[src/rtl/dpu_requant_pkg.sv]
// Shared widths, INT8 result type and the saturation helper for the requantize/pack path.
package dpu_requant_pkg;

  localparam int ACC_W     = 32;
  localparam int PROD_W    = 48;
  localparam int SUM_W     = PROD_W + 2;
  localparam int Q_MIN     = -128;
  localparam int Q_MAX     = 127;
  localparam int MAX_SHIFT = 47;
  localparam int SHIFT_CW  = $clog2(MAX_SHIFT + 1);

  typedef logic signed [7:0] int8_t;

  localparam logic signed [SUM_W-1:0] T_MAX = SUM_W'(Q_MAX);
  localparam logic signed [SUM_W-1:0] T_MIN = SUM_W'(Q_MIN);

  function automatic int8_t saturate(input logic signed [SUM_W-1:0] t);
    int8_t r;
    if (t > T_MAX)      r = int8_t'(Q_MAX);
    else if (t < T_MIN) r = int8_t'(Q_MIN);
    else                r = t[7:0];
    return r;
  endfunction

endpackage

[src/rtl/requant_lane.sv]
// Two-stage requantizer: stage 1 multiplies and clamps the shift, stage 2 rounds,
// shifts, adds the zero point and saturates. Valid and flush markers travel alongside.
module requant_lane
  import dpu_requant_pkg::*;
#(
  parameter int SCALE_W = 16,
  parameter int SHIFT_W = 6
) (
  input  logic               clk,
  input  logic               rst_n,
  input  logic               valid,
  input  logic               flush,
  input  logic [ACC_W-1:0]   x,
  input  logic [SCALE_W-1:0] scale,
  input  logic [SHIFT_W-1:0] shift,
  input  logic [7:0]         zero_point,
  output logic               q_valid,
  output logic               q_flush,
  output int8_t              q,
  output logic               stage_busy
);

  logic signed [PROD_W-1:0] x_ext;
  logic signed [PROD_W-1:0] scale_ext;
  logic signed [PROD_W-1:0] prod;
  logic [SHIFT_CW-1:0]      shift_c;

  logic                     s1_valid;
  logic                     s1_flush;
  logic signed [PROD_W-1:0] s1_prod;
  logic [SHIFT_CW-1:0]      s1_shift;
  logic [7:0]               s1_zp;

  logic signed [PROD_W:0]   ext;
  logic signed [PROD_W:0]   rnd;
  logic signed [PROD_W:0]   sum;
  logic signed [PROD_W:0]   shifted;
  logic signed [SUM_W-1:0]  t;

  // Operands widened to the full product width so the multiply is not truncated.
  assign x_ext     = $signed({{(PROD_W-ACC_W){x[ACC_W-1]}}, x});
  assign scale_ext = $signed({{(PROD_W-SCALE_W){1'b0}}, scale});
  assign prod      = x_ext * scale_ext;
  assign shift_c   = (32'(shift) > MAX_SHIFT) ? SHIFT_CW'(MAX_SHIFT) : SHIFT_CW'(shift);

  always_ff @(posedge clk or negedge rst_n) begin
    if (!rst_n) begin
      s1_valid <= 1'b0;
      s1_flush <= 1'b0;
      s1_prod  <= '0;
      s1_shift <= '0;
      s1_zp    <= '0;
    end else begin
      s1_valid <= valid;
      s1_flush <= flush;
      if (valid) begin
        s1_prod  <= prod;
        s1_shift <= shift_c;
        s1_zp    <= zero_point;
      end
    end
  end

  // One extra bit of headroom: the rounding constant can push a near-max product past 2^47.
  always_comb begin
    ext = $signed({s1_prod[PROD_W-1], s1_prod});
    rnd = '0;
    if (s1_shift != '0) rnd[s1_shift - SHIFT_CW'(1)] = 1'b1;
    sum     = ext + rnd;
    shifted = sum >>> s1_shift;
    t       = $signed({shifted[PROD_W], shifted}) +
              $signed({{(SUM_W-8){s1_zp[7]}}, s1_zp});
  end

  always_ff @(posedge clk or negedge rst_n) begin
    if (!rst_n) begin
      q_valid <= 1'b0;
      q_flush <= 1'b0;
      q       <= '0;
    end else begin
      q_valid <= s1_valid;
      q_flush <= s1_flush;
      if (s1_valid) q <= saturate(t);
    end
  end

  assign stage_busy = s1_valid | s1_flush | q_valid | q_flush;

endmodule

[src/rtl/requant_pack.sv]
// Requantize INT32 activations to INT8 and pack LANES results per 32-bit output word,
// with explicit flush for partial words.
module requant_pack
  import dpu_requant_pkg::*;
#(
  parameter int LANES   = 4,
  parameter int SCALE_W = 16,
  parameter int SHIFT_W = 6
) (
  input  logic               clk,
  input  logic               rst_n,
  input  logic               valid,
  input  logic [ACC_W-1:0]   x,
  input  logic [SCALE_W-1:0] scale,
  input  logic [SHIFT_W-1:0] shift,
  input  logic [7:0]         zero_point,
  input  logic               flush,
  output logic [LANES*8-1:0] word_out,
  output logic [LANES-1:0]   byte_mask,
  output logic               word_valid,
  output logic               busy
);

  localparam int CNT_W = $clog2(LANES + 1);

  logic               q_valid;
  logic               q_flush;
  int8_t              q;
  logic               stage_busy;

  logic [CNT_W-1:0]   lane_cnt;
  logic [CNT_W-1:0]   cnt_next;
  logic [LANES*8-1:0] acc;
  logic [LANES*8-1:0] acc_next;
  logic [LANES-1:0]   mask_next;
  logic               emit;

  requant_lane #(
    .SCALE_W (SCALE_W),
    .SHIFT_W (SHIFT_W)
  ) u_lane (
    .clk        (clk),
    .rst_n      (rst_n),
    .valid      (valid),
    .flush      (flush),
    .x          (x),
    .scale      (scale),
    .shift      (shift),
    .zero_point (zero_point),
    .q_valid    (q_valid),
    .q_flush    (q_flush),
    .q          (q),
    .stage_busy (stage_busy)
  );

  always_comb begin
    acc_next = acc;
    cnt_next = lane_cnt;
    if (q_valid) begin
      for (int i = 0; i < LANES; i++) begin
        if (lane_cnt == CNT_W'(i)) acc_next[8*i +: 8] = q;
      end
      cnt_next = lane_cnt + CNT_W'(1);
    end
    for (int i = 0; i < LANES; i++) begin
      mask_next[i] = CNT_W'(i) < cnt_next;
    end
    // A flush reaching an empty packer emits nothing; a full word with flush emits once.
    emit = (q_valid && (cnt_next == CNT_W'(LANES))) || (q_flush && (cnt_next != '0));
  end

  always_ff @(posedge clk or negedge rst_n) begin
    if (!rst_n) begin
      word_out   <= '0;
      byte_mask  <= '0;
      word_valid <= 1'b0;
      acc        <= '0;
      lane_cnt   <= '0;
    end else begin
      word_valid <= emit;
      if (emit) begin
        word_out  <= acc_next;
        byte_mask <= mask_next;
        acc       <= '0;
        lane_cnt  <= '0;
      end else begin
        acc      <= acc_next;
        lane_cnt <= cnt_next;
      end
    end
  end

  assign busy = stage_busy | (lane_cnt != '0);

endmodule
[config.mk]
export PLATFORM = sky130hd
export DESIGN_NAME = requant_pack
export DESIGN_NICKNAME = d
export VERILOG_FILES = /design/src/rtl/dpu_requant_pkg.sv /design/src/rtl/requant_lane.sv /design/src/rtl/requant_pack.sv
export SDC_FILE = /design/constraint.sdc
export NUM_CORES = 2
export LEC_CHECK = 0
export CELL_PAD_IN_SITES_DETAIL_PLACEMENT = 1
export CELL_PAD_IN_SITES_GLOBAL_PLACEMENT = 1
export CORE_MARGIN = 1
export CORE_UTILIZATION = 40
export CTS_CLUSTER_DIAMETER = 60
export CTS_CLUSTER_SIZE = 20
export DETAILED_ROUTE_END_ITERATION = 16
export PLACE_DENSITY_LB_ADDON = 0.1
export SYNTH_ARGS = -nofsm -noshare
export SYNTH_HDL_FRONTEND = slang
export SYNTH_SLANG_ARGS = --single-unit
[constraint.sdc]
create_clock -name clk -period 8.8 [get_ports clk]
set_clock_uncertainty 0.1 [all_clocks]
set_input_delay 1.32 -clock clk [delete_from_list [all_inputs] [get_ports clk]]
set_output_delay 1.32 -clock clk [all_outputs]
set_load 0.1 [all_outputs]
Word-level counts from Yosys, hierarchy flattened
Cells that the tools add are included.
{"block": "totals", "regBits": 146, "latch_bits": 0, "mem_bits_rw": 0, "mem_bits_ro": 0, "input_bits": 66, "output_inout_bits": 38, "wordCells": 58, "mem_count": 0}
{"block": "op_classes", "addsub": 4, "n_mul": 1, "div_mod_pow": 0, "magnitude_cmp": 9, "eq_ne": 4, "n_shift": 1, "muxes": 14, "bitwise": 4, "reduce_logical": 8}
{"cell": "32-bit 2-to-1 mux", "n": 2}
{"cell": "49-bit by 8-bit adder with 50-bit output", "n": 1}
{"cell": "50-bit by 8-bit greater-than comparator with 1-bit output, second input constant", "n": 1}
{"cell": "50-bit by 8-bit < comparator with 1-bit output, second input constant", "n": 1}
{"cell": "48-bit by 49-bit adder with 49-bit output", "n": 1}
{"cell": "49-bit 2-to-1 mux", "n": 1}
{"cell": "49-bit by 6-bit >>> shifter with 49-bit output", "n": 1}
{"cell": "32-bit by 17-bit multiplier with 48-bit output", "n": 1}
{"cell": "8-bit 2-to-1 mux", "n": 6}
{"cell": "6-bit by 7-bit < comparator with 1-bit output, second input constant", "n": 1}
{"cell": "1-bit demux with 6-bit select", "n": 1}
{"cell": "3-bit by 2-bit equality test with 1-bit output, second input constant", "n": 2}
{"cell": "6-bit by 1-bit greater-or-equal comparator with 1-bit output, second input constant", "n": 1}
{"cell": "6-bit greater-than comparator, second input constant", "n": 1}
{"cell": "1-bit by 3-bit < comparator with 1-bit output, first input constant", "n": 2}
{"cell": "2-bit by 3-bit < comparator with 1-bit output, first input constant", "n": 2}
{"cell": "3-bit 2-to-1 mux", "n": 2}
{"cell": "6-bit 2-to-1 mux", "n": 1}
{"cell": "3-bit nonzero test", "n": 2}
{"cell": "6-bit nonzero test", "n": 1}
{"cell": "6-bit by 1-bit subtractor with 6-bit output, second input constant", "n": 1}
{"cell": "1-bit bitwise OR", "n": 4}
{"cell": "3-bit by 1-bit adder with 3-bit output, second input constant", "n": 1}
{"cell": "3-bit by 1-bit equality test with 1-bit output, second input constant", "n": 1}
{"cell": "5 further kinds", "n": 7}

Depth between registers and ports, before layout
{"block": "depth", "depth_word": 12, "mapped_depth": 43}

Modules after synthesis
From an unflattened synthesis, not the netlist that was laid out.
{"block": "hier_totals", "cells_unflattened": 4099, "area_unflattened_um2": 34194.0}
{"mod": "requant_lane", "instances": 1, "cells_each": 3852, "area_per_inst_um2": 31117.3, "seq_area_each_um2": 1851.8}
{"mod": "requant_pack", "instances": 1, "cells_each": 247, "area_per_inst_um2": 3076.7, "seq_area_each_um2": 1801.7}

Worst setup path before layout
OpenSTA, ideal clock, no wires.
{"block": "synth_path", "path_type": "reg-to-reg", "startpoint": "register u_lane.s1_shift[0]", "endpoint": "register u_lane.q[6]", "setup_ps": 80, "arrival_time_ps": 9339, "required_time_ps": 8620, "setup_slack_ps": -719, "path_stages_with_launch": 38, "path_buffers": 5, "synth_period_minus_slack_ps": 9519, "path_cell_list": "dfrtp_1 -> clkinv_1 -> buf_1 -> buf_1 -> clkbuf_1 -> ha_1 -> clkbuf_1 -> mux2_2 -> a22oi_1 -> nor2_1 -> ha_1 -> buf_2 -> nand4_4 -> nor4_4 -> a22oi_4 -> a2111oi_4 -> nor2_1 -> a311oi_1 -> [2 not listed] -> mux4_2 -> nand2_1 -> o21ai_1 -> a21o_1 -> ha_1 -> fa_1 -> a211oi_1 -> o211ai_1 -> a31oi_1 -> a21oi_1 -> o21a_1 -> o21ai_2 -> a21boi_0 -> or3b_1 -> or4b_1 -> nor4_1 -> a41oi_1 -> o2bb2ai_1"}
{"block": "synth_via", "elab_chain_cells": 12, "word_cells_on_any_way": 15, "classes_between": "3 x add/sub; 4 x order compare; 1 x shift; 5 x mux; 2 x reduce/logical"}
{"element": "from (decl)", "line": "requant_lane.sv:31", "rtl": "logic [SHIFT_CW-1:0] s1_shift;"}
{"element": "from (signal assigned)", "line": "requant_lane.sv:58", "rtl": "s1_shift <= shift_c;"}
{"element": "6-bit by 1-bit subtractor with 6-bit output", "line": "requant_lane.sv:68", "rtl": "if (s1_shift != '0) rnd[s1_shift - SHIFT_CW'(1)] = 1'b1;"}
{"element": "6-bit by 7-bit < comparator with 1-bit output (implied by the code) / 6-bit by 1-bit greater-or-equal comparator with 1-bit output (equally long branches)", "line": "requant_lane.sv:68"}
{"element": "1-bit logical AND (implied by the code)", "line": "requant_lane.sv:68"}
{"element": "1-bit 2-to-1 mux (implied by the code)", "line": "requant_lane.sv:68"}
{"element": "1-bit demux with 6-bit select"}
{"element": "49-bit 2-to-1 mux", "line": "requant_lane.sv:68"}
{"element": "48-bit by 49-bit adder with 49-bit output", "line": "requant_lane.sv:69", "rtl": "sum = ext + rnd;"}
{"element": "49-bit by 6-bit >>> shifter with 49-bit output (*)", "line": "requant_lane.sv:70", "rtl": "shifted = sum >>> s1_shift;"}
{"element": "49-bit by 8-bit adder with 50-bit output (*)", "line": "requant_lane.sv:71", "rtl": "t = $signed({shifted[PROD_W], shifted}) +"}
{"element": "50-bit by 8-bit < comparator with 1-bit output", "line": "dpu_requant_pkg.sv:20", "rtl": "else if (t < T_MIN) r = int8_t'(Q_MIN);"}
{"element": "8-bit 2-to-1 mux", "line": "dpu_requant_pkg.sv:20"}
{"element": "8-bit 2-to-1 mux (*)", "line": "dpu_requant_pkg.sv:19", "rtl": "if (t > T_MAX) r = int8_t'(Q_MAX);"}
{"element": "to (signal assigned)", "line": "requant_lane.sv:83", "rtl": "if (s1_valid) q <= saturate(t);"}
{"element": "to (decl)", "line": "requant_lane.sv:19", "rtl": "output int8_t q,"}
Mark *: on every way between the ends. The rest lies on a longest branch, timed or not.
A chain may end at the register's enable or synchronous reset.

Final worst setup path
{"block": "layout_path", "startpoint": "register u_lane.s1_shift[1]", "endpoint": "register u_lane.q[3]"}
Same word-level chain as after synthesis.

==> impl_metrics.toml <==
[sta]
period_utilisation_layout = 0.980
report.final.setup_viol = 0
layout_min_cycle_time_ps = 8620
pnr_worst_setup_slack_ps = 179
final_max_slew_viol_count = 0
final-hold-violation-count = 0
rsz0062_at_grt = "true"
timing_worst_slew_pin_value_ps = 1020
fmaxAchievable_ghz = 0.116
max_slew_margin = 0.321

[clock_network]
tritoncts_clock_tree = "done"
clk-insertion-delay-late_ps = 500
clock_tree.root_cell = "clkbuf_16"
cts.path.max_buffers = 2
clock_buffers_created_by_tritoncts = 17
post_cts_hold_buffer_count = 0
cts.sink_count = 146
clock_pin_slew_worst_setup_and_hold_paths_ps = 80
cts_h_tree_depth = 4

[min_path]
worst_hold_path_type = "register to register"
min_path_cells = 0
hold_path_startpoint = "u_lane.s1_flush"

[critical_path]
worst_ep_arrival_time_ps = 8870
cpMostUsedCell = "buf_4"
timing.critical_path.from = "u_lane.s1_shift[1]"
crit_slowest_cell = "or4_4"
crit_path_start_kind = "register"
path_class = "register to register"
timing.critical_path.to_type = "register"
crit_required_ps = 9050
regToRegStartpoint = "u_lane.s1_shift[1]"
cp_slowest_stage_delay_ps = 580
worstRegToRegCells = 42
critical_path_peak_fanout = 7

[synth]
synthesis.area_mm2 = 0.0343
ys_types = 109
number_of_instances_in_the_synthesized_netlist = 4121
ys.flop_type = "dfrtp_1"
mappedNetlistNets = 4890
syn-mean-instance-area_um2 = 8.32
seq_area_frac_synth = 0.107
synth-warning-count = 0
synth_seq_cells = 146
synthArstFlopShare = 1.00
synth_edf_count = 0

[die]
rows = 107
die-area_mm2 = 0.0869
coreArea_mm2 = 0.0850
chipWidth_um = 295
ios = 104
floorplan.initialDensity = 0.403
die_height_um = 295

[run]
max_cap_violations = 0

[global_routing]
globalRoute.totalOverflow = 0
grtUsageTotal = 0.294
initial_antenna_violation_count = 3
first_global_vias = 34300
grt_max_degree = 104
grt_pass1_wl_mm = 198

[drt]
drt_pre_antenna_iters = 5
drt-total-wl_mm = 125
drtIter0Drc = 1536
via_per_inst = 5.49
num_vias = 32000
wire_per_inst_um = 21.5
route.detailed.drc = 0
post_detailed_route_count_of_antenna_violating_nets = 0

[finish]
layout_commonest_cell = "buf_4"
fillerInstances = 10100
final_nets = 5436
syn_to_final_growth_pct = 25.3
final_layout_size_suffix_gt1_frac = 0.224
antenna-diode-count = 0
layout.cells.most_common_list = "buf_4 (620), inv_1 (557), nand2_1 (533), fa_1 (484), nor2_1 (266)"

[place]
io_buffers = 103
gp_congestion = 0.976
preCtsSetupSlack_ps = -300
hpwlAfterDp_mm = 104

[run_status]
run_status = "finished clean"
-- cells by family (layout without fill, tap and decap cells) --
logic type | Yosys count | count (layout) | synth area share
flip-flops | 146 | 146 | 0.107
AO/OA/AOI/OAI | 811 | 811 | 0.158
adder cells (fa/ha/maj) | 703 | 703 | 0.363
XOR/XNOR | 125 | 125 | 0.0319
multiplexers | 182 | 182 | 0.0657
buffers and inverters | 787 | 1346 | 0.0876
AND/OR/NAND/NOR | 1367 | 1367 | 0.187
-- flip-flops by register name, indices dropped and copies added, names as in the netlist --
register / count
u_lane.s1_flush: 1
u_lane.q_flush: 1
u_lane.q_valid: 1
u_lane.s1_shift: 6
u_lane.s1_prod: 48
byte_mask: 4
lane_cnt: 3
u_lane.q: 8
word_valid: 1
word_out: 32
acc: 32
u_lane.s1_valid: 1
u_lane.s1_zp: 8
-- path summary, 6_finish.rpt --
kind	end	slack (ps)
min in group asynchronous	acc[29]	790
max in group asynchronous	u_lane.s1_shift[5]	6330
min	u_lane.q_flush	320
max reg2reg	u_lane.q[3]	180
min reg2reg	u_lane.q_flush	320
max	u_lane.q[3]	180
-- layout make-up --
class | count | area, µm² | area share
Clock buffer | 17 | 425 | 0.00990
Clock inverter | 15 | 180 | 0.00419
Inverter | 565 | 2120 | 0.0494
Multi-Input combinational cell | 3188 | 29000 | 0.676
Sequential cell | 146 | 3660 | 0.0851
Tap cell | 1144 | 1430 | 0.0333
Timing Repair Buffer | 749 | 6120 | 0.142
-- Yosys cell counts, types with 21 or more instances --
cell type  count  area share
xor2_1        42       0.011
fa_1         486        0.28
nand3_1       64      0.0093
o21bai_1      21      0.0046
a31oi_1       36      0.0066
mux4_2        25       0.016
and2_1       209       0.038
buf_2         29      0.0042
dfrtp_1      146        0.11
inv_1        561       0.061
o211ai_1      38      0.0083
a21oi_1      245       0.036
ha_1         217       0.079
o21a_1        33      0.0072
xnor2_1       83       0.021
a21o_1        64       0.014
nor2_1       298       0.033
mux2i_1       78       0.023
nand2b_1      27      0.0049
nand2_1      545       0.060
a211oi_1      28      0.0061
mux2_2        74       0.024
nor3_1        49      0.0072
o21ai_0      139       0.020
nand4_1       55       0.010
clkbuf_1     171       0.019
-- stage by stage --
stage / setup TNS (ps) / util / cells / hold WS, ps / cell area, µm²
after detailed placement: -2080 / 0.479 / 5755 / 288 / 40700
after CTS: 0 / 0.488 / 5791 / 317 / 41500
final: 0 / 0.506 / 5824 / 322 / 43000
after floorplan: 0 / - / 4121 / 255 / 34400
after global routing: -941 / 0.506 / 5824 / 331 / 43000
after global placement: -1290 / 0.479 / 5755 / 295 / 40700
-- worst max-delay path: cells and delay by family, from the launching register on --
| kind | cells | cell delay (ps) |
|---|---|---|
| compound gates | 14 | 2910 |
| xor+xnor | 1 | 130 |
| fa+ha+maj | 3 | 720 |
| buf+inv | 10 | 1440 |
| flops | 1 | 400 |
| simple gates | 14 | 2770 |
-- layer usage --
metal	track usage	vias to the layer above	part of all wire	wire, µm
li1	-	14700	-	-
met1	0.390	16500	0.44	55800
met2	0.522	585	0.51	63400
met3	0.0213	147	0.031	3830
met4	0.0588	4	0.019	2410
met5	0	-	0.00027	34
-- repair_timing --
item / CTS / global route
gates resized for setup: 46 / 253
setup buffers: 4 / 34
endpoints found under the setup margin: 7 / 8
pin swaps: 17 / 64
Power is left out: the tool's default activity adds up to more than one toggle a clock period on the data nets, which glitch-free logic cannot reach.
